$ cat src/rtl/t05_bit_decoder.sv
// Huffman bit decoder: reads a 32-bit character count, then walks the stored tree one bit per level.
// Optional macro DEC_DEPTH_CHECK_EN adds a path-depth limit that raises a sticky err.
module t05_bit_decoder #(
    parameter int IDX_W     = 9,
    parameter int ROOT_IDX  = 0,
    parameter int EN_VAL    = 7,
    parameter int FIN_CODE  = 7,
    parameter int MAX_DEPTH = 127
) (
    input  logic                   clk,
    input  logic                   rst,
    input  logic [3:0]             en_state,
    input  logic                   bit_in,
    input  logic                   bit_valid,
    output logic                   bit_ready,
    output logic                   node_req,
    output logic [IDX_W-1:0]       node_addr,
    input  logic                   node_ack,
    input  logic [9+2*IDX_W-1:0]   node_data,
    output logic [7:0]             char_out,
    output logic                   char_valid,
    input  logic                   char_ready,
    output logic [31:0]            totChar,
    output logic                   err,
    output logic [2:0]             fin_state
);

    typedef enum logic [2:0] {S_IDLE, S_LEN, S_FETCH, S_BIT, S_EMIT, S_DONE} state_t;

    localparam int MSB = 9 + 2*IDX_W - 1;

    state_t             state_q, state_d;
    logic [IDX_W-1:0]   cur_q, cur_d;
    logic [IDX_W-1:0]   left_q, left_d;
    logic [IDX_W-1:0]   right_q, right_d;
    logic [5:0]         bitcnt_q, bitcnt_d;
    logic [31:0]        totchar_q, totchar_d;
    logic [31:0]        remaining_q, remaining_d;
    logic [7:0]         char_q, char_d;
    logic               enabled;

`ifdef DEC_DEPTH_CHECK_EN
    localparam int DEPTH_W = $clog2(MAX_DEPTH + 1);
    logic [DEPTH_W-1:0] depth_q, depth_d;
    logic               err_q, err_d;
`endif

    assign enabled = (en_state == 4'(EN_VAL));

    always_ff @(posedge clk or posedge rst) begin
        if (rst) begin
            state_q     <= S_IDLE;
            cur_q       <= IDX_W'(ROOT_IDX);
            left_q      <= '0;
            right_q     <= '0;
            bitcnt_q    <= '0;
            totchar_q   <= '0;
            remaining_q <= '0;
            char_q      <= '0;
`ifdef DEC_DEPTH_CHECK_EN
            depth_q     <= '0;
            err_q       <= 1'b0;
`endif
        end else begin
            state_q     <= state_d;
            cur_q       <= cur_d;
            left_q      <= left_d;
            right_q     <= right_d;
            bitcnt_q    <= bitcnt_d;
            totchar_q   <= totchar_d;
            remaining_q <= remaining_d;
            char_q      <= char_d;
`ifdef DEC_DEPTH_CHECK_EN
            depth_q     <= depth_d;
            err_q       <= err_d;
`endif
        end
    end

    always_comb begin
        state_d     = state_q;
        cur_d       = cur_q;
        left_d      = left_q;
        right_d     = right_q;
        bitcnt_d    = bitcnt_q;
        totchar_d   = totchar_q;
        remaining_d = remaining_q;
        char_d      = char_q;
        bit_ready   = 1'b0;
        node_req    = 1'b0;
        char_valid  = 1'b0;
`ifdef DEC_DEPTH_CHECK_EN
        depth_d     = depth_q;
        err_d       = err_q;
`endif
        case (state_q)
            S_IDLE: begin
                if (enabled) begin
                    totchar_d = '0;
                    bitcnt_d  = '0;
                    state_d   = S_LEN;
                end
            end
            S_LEN: begin
                if (enabled) begin
                    bit_ready = 1'b1;
                    if (bit_valid) begin
                        totchar_d = {totchar_q[30:0], bit_in};
                        bitcnt_d  = bitcnt_q + 6'd1;
                        if (bitcnt_q == 6'd31) begin
                            remaining_d = totchar_d;
                            if (totchar_d == '0) begin
                                state_d = S_DONE;
                            end else begin
                                cur_d   = IDX_W'(ROOT_IDX);
`ifdef DEC_DEPTH_CHECK_EN
                                depth_d = '0;
`endif
                                state_d = S_FETCH;
                            end
                        end
                    end
                end
            end
            S_FETCH: begin
                if (enabled) begin
                    node_req = 1'b1;
                    if (node_ack) begin
                        left_d  = node_data[2*IDX_W-1:IDX_W];
                        right_d = node_data[IDX_W-1:0];
                        if (node_data[MSB]) begin
                            char_d  = node_data[MSB-1:2*IDX_W];
                            state_d = S_EMIT;
                        end else begin
                            state_d = S_BIT;
                        end
                    end
                end
            end
            S_BIT: begin
                if (enabled) begin
                    bit_ready = 1'b1;
                    if (bit_valid) begin
`ifdef DEC_DEPTH_CHECK_EN
                        // A path longer than MAX_DEPTH means a corrupt tree or stream.
                        if (depth_q == DEPTH_W'(MAX_DEPTH)) begin
                            err_d   = 1'b1;
                            state_d = S_DONE;
                        end else begin
                            depth_d = depth_q + DEPTH_W'(1);
                            cur_d   = bit_in ? right_q : left_q;
                            state_d = S_FETCH;
                        end
`else
                        cur_d   = bit_in ? right_q : left_q;
                        state_d = S_FETCH;
`endif
                    end
                end
            end
            S_EMIT: begin
                if (enabled) begin
                    char_valid = 1'b1;
                    if (char_ready) begin
                        remaining_d = remaining_q - 32'd1;
                        if (remaining_q == 32'd1) begin
                            state_d = S_DONE;
                        end else begin
                            cur_d   = IDX_W'(ROOT_IDX);
`ifdef DEC_DEPTH_CHECK_EN
                            depth_d = '0;
`endif
                            state_d = S_FETCH;
                        end
                    end
                end
            end
            S_DONE: begin
                if (!enabled) state_d = S_IDLE;
            end
            default: state_d = S_IDLE;
        endcase
    end

    assign node_addr = cur_q;
    assign char_out  = char_q;
    assign totChar   = totchar_q;
    assign fin_state = (state_q == S_DONE) ? 3'(FIN_CODE) : 3'd0;
`ifdef DEC_DEPTH_CHECK_EN
    assign err = err_q;
`else
    assign err = 1'b0;
`endif

endmodule

$ cat config.mk
export PLATFORM = sky130hd
export DESIGN_NAME = t05_bit_decoder
export DESIGN_NICKNAME = d
export VERILOG_FILES = /design/src/rtl/t05_bit_decoder.sv
export SDC_FILE = /design/constraint.sdc
export NUM_CORES = 1
export LEC_CHECK = 0
export CORE_AREA = 3 3 110 112
export CTS_CLUSTER_SIZE = 20
export DETAILED_ROUTE_END_ITERATION = 10
export DIE_AREA = 0 0 113 115
export GPL_TIMING_DRIVEN = 0
export PLACE_DENSITY = 0.75
export SLEW_MARGIN = 20
export SYNTH_ARGS = -nofsm -noshare
export SYNTH_HDL_FRONTEND = slang
export SYNTH_SLANG_ARGS = --single-unit
$ cat constraint.sdc
create_clock -name clk -period 4.3 [get_ports clk]
set_input_delay 0.43 -clock clk [delete_from_list [all_inputs] [get_ports clk]]
set_output_delay 0.43 -clock clk [all_outputs]
set_load 0.02 [all_outputs]
==> results_dict.tcl <==
set metrics [dict create \
    status "completed" \
    synth-async-reset-ratio_pct 100 \
    cts_sinks 108 \
    grt_pass1_wl_um 26100 \
    synthSimpleGateAreaFrac_pct 22.5 \
    grt_max_degree 59 \
    crit_path_top_delay_cell "clkdlybuf4s50_1" \
    dr.pass1.iters 5 \
    antenna_found_initial 0 \
    wl_um 15900 \
    yosys_warnings 0 \
    grt_usage_pct 25.4 \
    min_path_type "in2async" \
    synth-seq-area-share_pct 48.2 \
    ys.flop_type "dfrtp_1" \
    powerDensity_mw_per_mm2 326 \
    required_ns 3.87 \
    fp-row-count 39 \
    synth_compound_area_share_pct 15.3 \
    finalInstanceArea_mm2 0.00702 \
    synth_xor_area_share_pct 0.469 \
    cts_resized 0 \
    worst_setup_path_end_kind "primary output" \
    drc 0 \
    gp_congestion 0.919 \
    clkTransAtPathRegs_ns 0.08 \
    yosys.cell_count.top_type "dfrtp_1" \
    yosys.area.top_type "dfrtp_1" \
    syn_inst 593 \
    synth_top_cell_area_share_pct 48.2 \
    die_area_mm2 0.0130 \
    start_util_pct 49.5 \
    synth_cell_type_count 65 \
    postCtsHoldBufs 0 \
    crit_type "reg2out" \
    avgSynthCellArea_um2 9.45 \
    crit_fanout 10 \
    dpl_cell_area_mm2 0.00672 \
    fin_util_pct 62.0 \
    synth_edf_count 0 \
    start_kind "flip-flop" \
    worst_pin_slew_ns 0.702 \
    path_delay_family "buffers and inverters" \
    whs_ns 0.483 \
    crit_buf_inv 4 \
    core_area_mm2 0.0113 \
    synthToLayoutAreaGrowth_pct 25.4 \
    portBuffers 91 \
    drive_above_1_share_pct 11.6 \
    netlist_area_mm2 0.00560 \
    finClkSkew_ns 0.0105 \
    critPathMostFrequentCell "clkbuf_1" \
    finalCritPeriodShare_pct 72.9 \
    dp.final_hpwl_um 11300 \
    relSlewSlack_pct 52.9 \
    critical_path.max_stage_delay_ns 0.62 \
    muxShareOfSynthArea_pct 8.64 \
    final_hold_viol_count 0 \
    p_leak_nw 3.13 \
    cts_tree "built" \
    post-cts-setup-buffers 0 \
    ioPinCount 93 \
    setup_viol 0 \
    die_x_um 113 \
    diodes 0 \
    wl_per_cell_um 18.8 \
    worstSkewPairLatency_ns 0.37 \
    yosys.area_share.adder_pct 0.670 \
    fillers 975 \
    clockBufferDepth 2 \
    drt_first_iter_violations 355 \
    die_h_um 115 \
    grt_overflow 0 \
    cp_data_arrival_time_ns 2.70 \
    syn_nets 633 \
    peakVddDrop_v 0.000317 \
    ys_ff_latch 108 \
    synthTopCellsByArea "dfrtp_1, mux2_2, nand2_1" \
    numCtsBuffers 9 \
    finalCriticalPeriod_ns 3.13 \
    max_freq_mhz 319 \
    synth_top_family_by_area "simple AND/OR/NAND/NOR gates" \
    ant_nets 0 \
    final_nets 736 \
    cts.htree.levels 3 \
    drv_slew 0 \
    synth_common_cells "dfrtp_1, nand2_1, nor2_1" \
    vias 5155 \
    drv_cap 0 \
    cp_cell_sequence "buf_4 -> or3b_1 -> clkbuf_1 -> clkbuf_1 -> nor2_1 -> clkdlybuf4s50_1" \
    root_buffer "clkbuf_16" \
    rsz0062_at_grt "no" \
    grt_pass1_vias 5042 \
    vias_per_cell 6.11 \
]
## flip-flops by register name (all words and copies together), names as in the netlist
signal       cells
remaining_q     32
totChar         32
left_q           9
node_addr        9
right_q          9
char_out         8
bitcnt_q         6
state_q          3
## final timing paths
path	from	to	slack (ns)	depth (start not counted)
min	rst	state_q[0]	0.48	2
min reg2reg	char_out[5]	char_out[5]	0.51	1
max reg2reg	remaining_q[2]	remaining_q[30]	1.87	5
max in group asynchronous	rst	right_q[1]	3.18	3
max	state_q[0]	char_valid	1.17	6
min in group clk	char_out[5]	char_out[5]	0.51	1
## layout make-up
cell class / count / area [um2] / share of cell area (%)
clock buffers: 9 / 225 / 3.21
multi-input cells: 432 / 2670 / 38.0
inverters: 11 / 46.3 / 0.659
well taps: 143 / 179 / 2.55
flip-flops and latches: 108 / 2700 / 38.5
plain buffers: 42 / 190 / 2.71
repair buffers: 92 / 938 / 13.4
clock inverters: 7 / 72.6 / 1.03
## cells in the final DEF (no fill, tap or decap), drive strengths merged, types with 4 or more instances in the layout
| master | Yosys | layout |
|---|---|---|
| nor4 | 19 | 19 |
| nor2 | 52 | 52 |
| o21a | 4 | 4 |
| and3 | 4 | 4 |
| a22o | 6 | 6 |
| o21ai | 26 | 26 |
| nor3 | 22 | 22 |
| buf | 20 | 21 |
| inv | 11 | 16 |
| a211oi | 4 | 4 |
| dfrtp | 108 | 108 |
| mux2i | 9 | 9 |
| clkdlybuf4s50 | 0 | 91 |
| o2bb2ai | 6 | 6 |
| a22oi | 4 | 4 |
| a31oi | 4 | 4 |
| nand3 | 42 | 42 |
| nand4 | 12 | 12 |
| o22a | 6 | 6 |
| mux2 | 35 | 35 |
| or3 | 4 | 4 |
| clkbuf | 22 | 31 |
| nand2 | 88 | 88 |
| a21oi | 30 | 30 |
## power by group
part / leakage, nW / switching, W / internal [W]
logic: 1.51 / 0.000200 / 0.000141
clock network: 0.144 / 0.000426 / 0.000413
registers: 1.47 / 0.0000468 / 0.00106
## through the flow
stage | worst slack (ns) | instances | power, W | setup TNS, ns
floorplan | 1.02 | 593 | 0.00132 | 0
global placement | -0.520 | 827 | 0.00146 | -55.79
detailed placement | 1.48 | 828 | 0.00147 | 0
CTS | 1.14 | 844 | 0.00231 | 0
global route | 1.00 | 844 | 0.00239 | 0
finish | 1.17 | 844 | 0.00229 | 0
## cell families after synthesis
logic type,count (synthesis)
XOR/XNOR,3
adder cells (fa/ha/maj),3
other,1
buffers and inverters,53
AND/OR/NAND/NOR,258
AO/OA/AOI/OAI,123
flip-flops,108
multiplexers,44
## layer usage
metal,up-vias,global-route usage (%),part of all wire (%)
met4,0,12.0,3.2
met3,47,6.68,8.3
met5,-,0,0
met1,2491,32.3,41
met2,246,40.8,47
li1,2371,-,-
(Power assumes the default switching activity.)
